<file path="src/rtl/hc_pkg.sv">
// Shared definitions for the hc165/hc74 serial blocks.
// Holds the transfer state encoding and the state forced on reset. The sibling
// serial receiver uses the same package, so the encoding must stay stable.
package hc_pkg;

  // 2-bit transfer state; the fourth code is unused and recovers to IDLE.
  typedef enum logic [1:0] {
    ST_IDLE  = 2'b00,
    ST_SHIFT = 2'b01,
    ST_DONE  = 2'b10
  } hc_state_t;

  localparam hc_state_t HC_RESET_STATE = ST_IDLE;

endpackage

</file>
<file path="src/rtl/hc165_piso_tx_if.sv">
// Bus between a parallel data source and the hc165 serial transmitter.
//   Load    : load request from the source
//   D       : parallel word, WIDTH bits
//   Ser_in  : cascade bit shifted into the LSB
//   Clk_inh : freezes shifting while high
//   Q_H     : serial data out (MSB first), Q_H_N its complement
//   Busy    : high while the word is being shifted
//   Done    : one-cycle pulse after the last bit
// master = data source side, slave = transmitter side.
interface hc165_piso_tx_if #(
  parameter int WIDTH = 8
);

  logic             Load;
  logic [WIDTH-1:0] D;
  logic             Ser_in;
  logic             Clk_inh;
  logic             Q_H;
  logic             Q_H_N;
  logic             Busy;
  logic             Done;

  modport master (
    output Load, D, Ser_in, Clk_inh,
    input  Q_H, Q_H_N, Busy, Done
  );

  modport slave (
    input  Load, D, Ser_in, Clk_inh,
    output Q_H, Q_H_N, Busy, Done
  );

endinterface

</file>
<file path="src/rtl/hc_bitcnt.sv">
// Loadable down-counter with zero flag, used to count bits left in a word.
//   Clk, Rst : clock, synchronous active-high reset (count -> 0)
//   ld       : load ld_val (takes priority over en)
//   ld_val   : value to load
//   en       : decrement request; ignored when the count is already zero
//   cnt      : current count
//   zero     : high when cnt == 0
module hc_bitcnt #(
  parameter int CNT_W = 3
) (
  input  logic             Clk,
  input  logic             Rst,
  input  logic             ld,
  input  logic [CNT_W-1:0] ld_val,
  input  logic             en,
  output logic [CNT_W-1:0] cnt,
  output logic             zero
);

  logic [CNT_W-1:0] cnt_reg;

  always_ff @(posedge Clk) begin
    if (Rst) begin
      cnt_reg <= '0;
    end else if (ld) begin
      cnt_reg <= ld_val;
    end else if (en && (cnt_reg != '0)) begin
      // Saturate at zero so the count can never wrap.
      cnt_reg <= cnt_reg - 1'b1;
    end
  end

  assign cnt  = cnt_reg;
  assign zero = (cnt_reg == '0);

endmodule

</file>
<file path="src/rtl/hc165_piso_tx.sv">
// Parallel-in, serial-out transmitter in the style of a 74HC165.
// A word is captured on an accepted Load and sent MSB first on Q_H; Ser_in
// fills the vacated LSBs so several stages can be cascaded. Done pulses for
// one cycle after the last bit so a downstream receiver can frame the word.
//   Clk, Rst : clock, synchronous active-high reset
//   bus      : hc165_piso_tx_if slave (Load, D, Ser_in, Clk_inh in;
//              Q_H, Q_H_N, Busy, Done out)
// Every output comes straight from a register (or its inverse).
module hc165_piso_tx
  import hc_pkg::*;
#(
  parameter int WIDTH = 8
) (
  input  logic             Clk,
  input  logic             Rst,
  hc165_piso_tx_if.slave   bus
);

  localparam int CNT_W = $clog2(WIDTH);
  localparam logic [CNT_W-1:0] LAST_IDX = CNT_W'(WIDTH - 1);

  hc_state_t        state_reg;
  logic [WIDTH-1:0] sr_reg;
  logic             busy_reg;
  logic             done_reg;

  logic             load_ok;
  logic             shift_en;
  logic [CNT_W-1:0] cnt_val;
  logic             cnt_zero;

  // A load is only honoured between words: in IDLE or in the DONE gap cycle.
  assign load_ok  = bus.Load && ((state_reg == ST_IDLE) || (state_reg == ST_DONE));
  assign shift_en = (state_reg == ST_SHIFT) && !bus.Clk_inh;

  hc_bitcnt #(
    .CNT_W (CNT_W)
  ) u_bitcnt (
    .Clk    (Clk),
    .Rst    (Rst),
    .ld     (load_ok),
    .ld_val (LAST_IDX),
    .en     (shift_en && (cnt_val != '0)),
    .cnt    (cnt_val),
    .zero   (cnt_zero)
  );

  // Busy/Done are registered next to the state so they reflect it exactly.
  always_ff @(posedge Clk) begin
    if (Rst) begin
      state_reg <= HC_RESET_STATE;
      sr_reg    <= '0;
      busy_reg  <= 1'b0;
      done_reg  <= 1'b0;
    end else begin
      case (state_reg)
        ST_IDLE, ST_DONE: begin
          if (bus.Load) begin
            sr_reg    <= bus.D;
            state_reg <= ST_SHIFT;
            busy_reg  <= 1'b1;
            done_reg  <= 1'b0;
          end else begin
            // sr is left alone so Q_H keeps showing its last bit.
            state_reg <= ST_IDLE;
            busy_reg  <= 1'b0;
            done_reg  <= 1'b0;
          end
        end
        ST_SHIFT: begin
          if (!bus.Clk_inh) begin
            sr_reg <= {sr_reg[WIDTH-2:0], bus.Ser_in};
            if (cnt_zero) begin
              state_reg <= ST_DONE;
              busy_reg  <= 1'b0;
              done_reg  <= 1'b1;
            end
          end
        end
        default: begin
          state_reg <= ST_IDLE;
          busy_reg  <= 1'b0;
          done_reg  <= 1'b0;
        end
      endcase
    end
  end

  assign bus.Q_H   = sr_reg[WIDTH-1];
  assign bus.Q_H_N = ~sr_reg[WIDTH-1];
  assign bus.Busy  = busy_reg;
  assign bus.Done  = done_reg;

endmodule

</file>
<file path="src/flat_wrapper.sv">
// flat-port wrapper written by rule: the top's interface ports become plain ports
module hc165_piso_tx_flat import hc_pkg::*;
#(
  parameter int WIDTH = 8
)
  (Clk, Rst, bus_Load, bus_D, bus_Ser_in, bus_Clk_inh, bus_Q_H, bus_Q_H_N, bus_Busy, bus_Done);
  hc165_piso_tx_if #(.WIDTH(WIDTH)) bus_i ();
  input  logic Clk;
  input  logic Rst;
  input wire logic [$bits(bus_i.Load)-1:0] bus_Load;
  input wire logic [$bits(bus_i.D)-1:0] bus_D;
  input wire logic [$bits(bus_i.Ser_in)-1:0] bus_Ser_in;
  input wire logic [$bits(bus_i.Clk_inh)-1:0] bus_Clk_inh;
  output wire logic [$bits(bus_i.Q_H)-1:0] bus_Q_H;
  output wire logic [$bits(bus_i.Q_H_N)-1:0] bus_Q_H_N;
  output wire logic [$bits(bus_i.Busy)-1:0] bus_Busy;
  output wire logic [$bits(bus_i.Done)-1:0] bus_Done;
  assign bus_i.Load = bus_Load;
  assign bus_i.D = bus_D;
  assign bus_i.Ser_in = bus_Ser_in;
  assign bus_i.Clk_inh = bus_Clk_inh;
  assign bus_Q_H = bus_i.Q_H;
  assign bus_Q_H_N = bus_i.Q_H_N;
  assign bus_Busy = bus_i.Busy;
  assign bus_Done = bus_i.Done;
  hc165_piso_tx #(.WIDTH(WIDTH)) u_core (.Clk(Clk), .Rst(Rst), .bus(bus_i));
endmodule
</file>
<file path="config.mk">
export PLATFORM = sky130hd
export DESIGN_NAME = hc165_piso_tx_flat
export DESIGN_NICKNAME = d
export VERILOG_FILES = /design/src/rtl/hc_pkg.sv /design/src/rtl/hc165_piso_tx_if.sv /design/src/rtl/hc_bitcnt.sv /design/src/rtl/hc165_piso_tx.sv /design/src/flat_wrapper.sv
export SDC_FILE = /design/constraint.sdc
export NUM_CORES = 1
export LEC_CHECK = 0
export CORE_MARGIN = 4
export CORE_UTILIZATION = 47
export DETAILED_ROUTE_END_ITERATION = 8
export PLACE_DENSITY = 0.76
export SLEW_MARGIN = 40
export SYNTH_ARGS = -nofsm -noshare
export SYNTH_HDL_FRONTEND = slang
export SYNTH_HIERARCHICAL = 1
export SYNTH_SLANG_ARGS = --single-unit
</file>
<file path="constraint.sdc">
create_clock -name Clk -period 1.7 [get_ports Clk]
set_input_delay 0.34 -clock Clk [delete_from_list [all_inputs] [get_ports Clk]]
set_output_delay 0.34 -clock Clk [all_outputs]
set_load 0.03 [all_outputs]
</file>
# Word-level counts from Yosys, hierarchy flattened
# Cells that the tools add are included.
totals:
  register_bits: 15
  input_bits: 13
classes:
  addsub: 1
  eq_ne: 5
  n_mux: 13
  bitwise: 3
  n_reduce_logical: 16
ops:
  columns: ["op", "count"]
  rows:
  - ["8-bit two-way mux", 2]
  - ["8-bit one-hot mux with 2 select lines", 1]
  - ["3-bit two-way mux", 2]
  - ["1-bit logical AND", 4]
  - ["1-bit two-way mux", 4]
  - ["2-bit two-way mux", 2]
  - ["2-bit != test, second input constant", 2]
  - ["2-bit one-hot mux with 2 select lines", 1]
  - ["2-bit AND reduction", 2]
  - ["2-bit nonzero test", 2]
  - ["2-bit OR reduction", 2]
  - ["3-bit logical NOT", 1]
  - ["1-bit inverter", 3]
  - ["3-bit AND reduction", 1]
  - ["3-bit nonzero test", 1]
  - ["3-bit by 1-bit subtractor with 3-bit output, second input constant", 1]
  - ["2-bit by 1-bit equality test with 1-bit output, second input constant", 1]
  - ["2-bit equality test, second input constant", 1]
  - ["2-bit logical NOT", 1]
  - ["2-bit by 1-bit != test with 1-bit output, second input constant", 1]
  - ["1-bit one-hot mux with 2 select lines", 1]
  - ["1-bit logical NOT", 1]
  - ["1-bit logical OR", 1]

# Depth between registers and ports, before layout
logic_depth:
  ltp_word: 6
  ltp_mapped: 6

# Cells and area by module
# The synthesis kept the hierarchy.
by_module_without_submodules:
  columns: ["mod", "n_inst", "cells_each", "area_each_um2", "seq_area_each_um2"]
  rows:
  - ["hc165_piso_tx", 1, 62, 564.3, 220.2]
  - ["hc_bitcnt", 1, 21, 182.7, 60.1]

# Least setup slack after synthesis
# No wires, ideal clock.
synth_path:
  path_kind: "reg-to-reg"
  startpoint: "reg u_core.state_reg[0]"
  endpoint: "reg u_core.u_bitcnt.cnt_reg[2] (netlist: u_core/u_bitcnt/cnt[2])"
  setup_ns: 0.074
  t_arrival_ns: 1.653
  t_required_ns: 1.626
  path_slack_ns: -0.027
  stages_incl_launch_ff: 6
  path_buffers: 0
  path_cell_list: "dfxtp_1 > nor3b_4 > o31a_1 > nand2b_4 > or3_1 > a31oi_1"
synth_between:
  elab_chain_cells: 5
synth_lines:
  columns: ["item", "line", "rtl"]
  rows:
  - ["start: declaration", "hc165_piso_tx.sv:22", "hc_state_t state_reg;"]
  - ["start signal: assignment", "hc165_piso_tx.sv:51", "state_reg <= HC_RESET_STATE;"]
  - ["start signal: assignment", "hc165_piso_tx.sv:60", "state_reg <= ST_SHIFT;"]
  - ["start signal: assignment", "hc165_piso_tx.sv:65", "state_reg <= ST_IDLE;"]
  - ["2-bit by 1-bit equality test with 1-bit output", "hc165_piso_tx.sv:34", "assign shift_en = (state_reg == ST_SHIFT) && !bus.Clk_inh;"]
  - ["1-bit logical AND", "hc165_piso_tx.sv:34", null]
  - ["1-bit logical AND", "hc165_piso_tx.sv:43", ".en (shift_en && (cnt_val != '0)),"]
  - ["1-bit logical AND", "hc_bitcnt.sv:27", "end else if (en && (cnt_reg != '0)) begin"]
  - ["2-bit nonzero test (no line)", null, null]
  - ["end signal: assignment", "hc_bitcnt.sv:26", "cnt_reg <= ld_val;"]
  - ["end signal: assignment", "hc_bitcnt.sv:29", "cnt_reg <= cnt_reg - 1'b1;"]
  - ["end: declaration", "hc_bitcnt.sv:20", "logic [CNT_W-1:0] cnt_reg;"]
# Parallel ways exist; a longest one is shown, timed or not.
# A chain may end at the register's enable or synchronous reset.

# Worst setup path in the final report
layout_path:
  startpoint: "reg u_core.done_reg (netlist: u_core/bus.Done)"
  endpoint: "out bus_Done"
layout_lines:
  columns: ["item", "line", "rtl"]
  rows:
  - ["start: declaration", "hc165_piso_tx.sv:25", "logic done_reg;"]
  - ["start signal: assignment", "hc165_piso_tx.sv:54", "done_reg <= 1'b0;"]
  - ["start signal: assignment", "hc165_piso_tx.sv:62", "done_reg <= 1'b0;"]
  - ["start signal: assignment", "hc165_piso_tx.sv:67", "done_reg <= 1'b0;"]
  - ["end: declaration", "flat_wrapper.sv:17", "output wire logic [$bits(bus_i.Done)-1:0] bus_Done;"]
# No word-level cell between the ends.

==> key figures <==
Routing
  – Vias/cell: approximately 5.3
  – ANT nets after route: 0
  – DR DRC count: 0
  – DR pass1 iterations: 4
  – Avg WL per Cell: between 10 and 15 um
  – Initial DRC Count: 10
  – Routed wire length: 1.50 mm
  – Vias: between 600 and 700

Yosys
  – Most common cell in the netlist: nand2_1
  – Sequential area share after synthesis: approximately 38%
  – Most frequent cells after synthesis: 18 x nand2_1, 14 x dfxtp_1, 9 x nor3_1
  – Main area contributors after synthesis: dfxtp_1 38%, a311oi_2 16%, nand2_1 9.0%
  – Warnings, synthesis: 6
  – Synthesized area per cell: around 9.0 um2
  – Ys async rst share: 0%
  – Yosys top cell area share: a little under two fifths
  – Flops & latches, synth: 14
  – Post-synth top area cell: dfxtp_1
  – Cells after Synth: between 80 and 90
  – Post-Syn Area: between 700 and 800 um2
  – Post-synth top flop: dfxtp_1
  – Post-synth cell types: 25
  – EDFF count, synth: 0

CTS
  – Clock buffer count from CTS: 3
  – Worst-Skew Late Latency: 280 ps
  – Register clock-pin slew on the reported worst setup and hold paths: 80 ps
  – Max Root-Sink Buffers: 2
  – TritonCTS clock tree: built
  – Root buf cell: clkbuf_4
  – Post-CTS Setup Bufs: 0
  – # clock sinks: 14
  – Htree depth: 1

Global route
  – Total grt overflow: 0
  – Number of global-route vias before repair: roughly 570
  – Largest net degree at the start of global routing: 11
  – First-pass GRT wire length: between 2 and 2.5 mm
  – Initial antenna violation count: 0
  – Total track usage: 15.8%

Placed design
  – Post-DP Area: approximately 940 um2
  – Post-Place Cells: between 100 and 150
  – Setup slack at placement: -179 ps
  – Placer congestion estimate: roughly 0.73
  – Post-DP HPWL: around 1.1 mm
  – Port Buffer Count: 16

Critical path
  – Slowest CP cell: clkdlybuf4s50_1
  – Crit path launch type: flip-flop
  – Worst Path Arrival: approximately 1300 ps
  – Crit path max fanout: 2
  – Largest delay share family, worst path: buffers and inverters
  – CP cell instances: clkdlybuf4s50_1
  – Crit path required time: between 1000 and 1500 ps
  – Crit path kind: reg2out
  – Worst r2r src: u_core/u_bitcnt/cnt[0]$_SDFFE_PP0P_
  – Bufs and invs on worst path: 1
  – CP peak stage delay: roughly 670 ps
  – Crit. End Element: output port
  – Setup crit start: u_core/bus.Done$_SDFFE_PP0P_

Layout
  – Utilization after layout: between 60 and 70%
  – Layout area overhead: 29.3%
  – Post-layout instance count excluding filler cells: about 120
  – # diodes: 0
  – Max reg flops: 8
  – Layout cell share with drive strength beyond 1: 18.4%
  – Final Instance Area: 966 um2
  – Final #Nets: 120

Pwr
  – Tot Pwr: 0.775 mW
  – Worst VDD drop: 0.551 mV
  – Pwr per Cell Area: around 800 nW/um2
  – Lkg Pwr: ~0.4 nW

STA
  – Post-route setup slack: a little over 80 ps
  – Final Max Slew Viols: 0
  – RSZ-0062 raised after global routing: no
  – Final Hold Vio Count: 0
  – Final setup violation count: 0
  – TNS Setup: 0 ps
  – Final Skew: roughly 1.3 ps
  – Final hold slack: 478 ps
  – Fin crit period: ~1600 ps
  – Max Clk Rate: about 0.6 GHz
  – Crit share post-route: a little over nine tenths

Floorplan
  – Initial Util: a little under 50%
  – FP Rows: 14
  – Die ar.: between 2000 and 2500 um2
  – Core ar.: ~1500 um2
  – Vert. Die Dim: about 48 um
  – Die X: approximately 48 um
  – Boundary pin count: 17

Status
  – Status: complete, no violations

Hold path
  – Hold_sp: u_core/bus.Done$_SDFFE_PP0P_
  – Worst hold path class: reg2reg

Run
  – Max-cap violations: 0
==> timing repair <==
| item | in CTS | in global routing |
|---|---|---|
| endpoints found under the setup margin | 0 | 3 |
| endpoints found under the hold margin | 0 | 0 |
| resized for setup | 0 | 3 |
| hold buffers | 0 | 0 |
==> metal layers <==
metal  vias to the layer above  GRT usage, %  wire length [um]
met5                         -             0                 0
met4                         0          4.84                11
met3                         2          7.14               137
met2                        18          23.7               637
met1                       282          20.0               708
li1                        328             -                 -
==> placed cells by master, fill, tap and decap left out, drive strengths merged <==
cell type      count
a311oi             8
dlymetal6s2s       3
nor2               1
conb               3
inv                6
ha                 2
o21a               1
buf                4
xnor2              1
nor3               9
nand2             18
a21oi              2
o31a               1
or2                1
nor2b              2
dfxtp             14
clkbuf             3
a211oi             1
nor3b              1
a31oi              2
nand3b             2
clkdlybuf4s50     13
or3                2
nand2b             3
==> report_power, final <==
part / leakage [nW] / internal [mW] / switching [mW]
Sequential: 0.116 / 0.359 / 0.0206
Combinational: 0.259 / 0.104 / 0.108
Clock: 0.0138 / 0.0823 / 0.102
Total: 0.389 / 0.545 / 0.231
==> cells by family (layout without fill, tap and decap cells) <==
logic type / count (synthesis) / in the layout / share of synthesized area [%]
other: 1 / 3 / 0.502
AND/OR/NAND/NOR: 39 / 39 / 28.1
adder cells (fa/ha/maj): 2 / 2 / 3.35
flip-flops: 14 / 14 / 37.5
buffers and inverters: 11 / 29 / 7.03
AO/OA/AOI/OAI: 15 / 15 / 22.3
XOR/XNOR: 1 / 1 / 1.17
==> worst paths after layout <==
| kind | slack (ps) | endpoint | cells past startpoint |
|---|---|---|---|
| worst max-delay path | 80 | bus_Done | 1 |
| worst min-delay path | 480 | u_core/bus.Done$_SDFFE_PP0P_ | 2 |
| worst max register to register | 200 | u_core/u_bitcnt/cnt[1]$_SDFFE_PP0P_ | 6 |
| worst min register to register | 480 | u_core/bus.Done$_SDFFE_PP0P_ | 2 |
==> layout make-up <==
cell class                 instances  area (um2)
clock buffer                       3        22.5
multi-input combinational         60         422
sequential                        14         282
fill                             128         541
tap                               16        20.0
inverter                           6        22.5
timing repair buffer              20         198
Note: power is estimated with default switching activity, not from simulation.
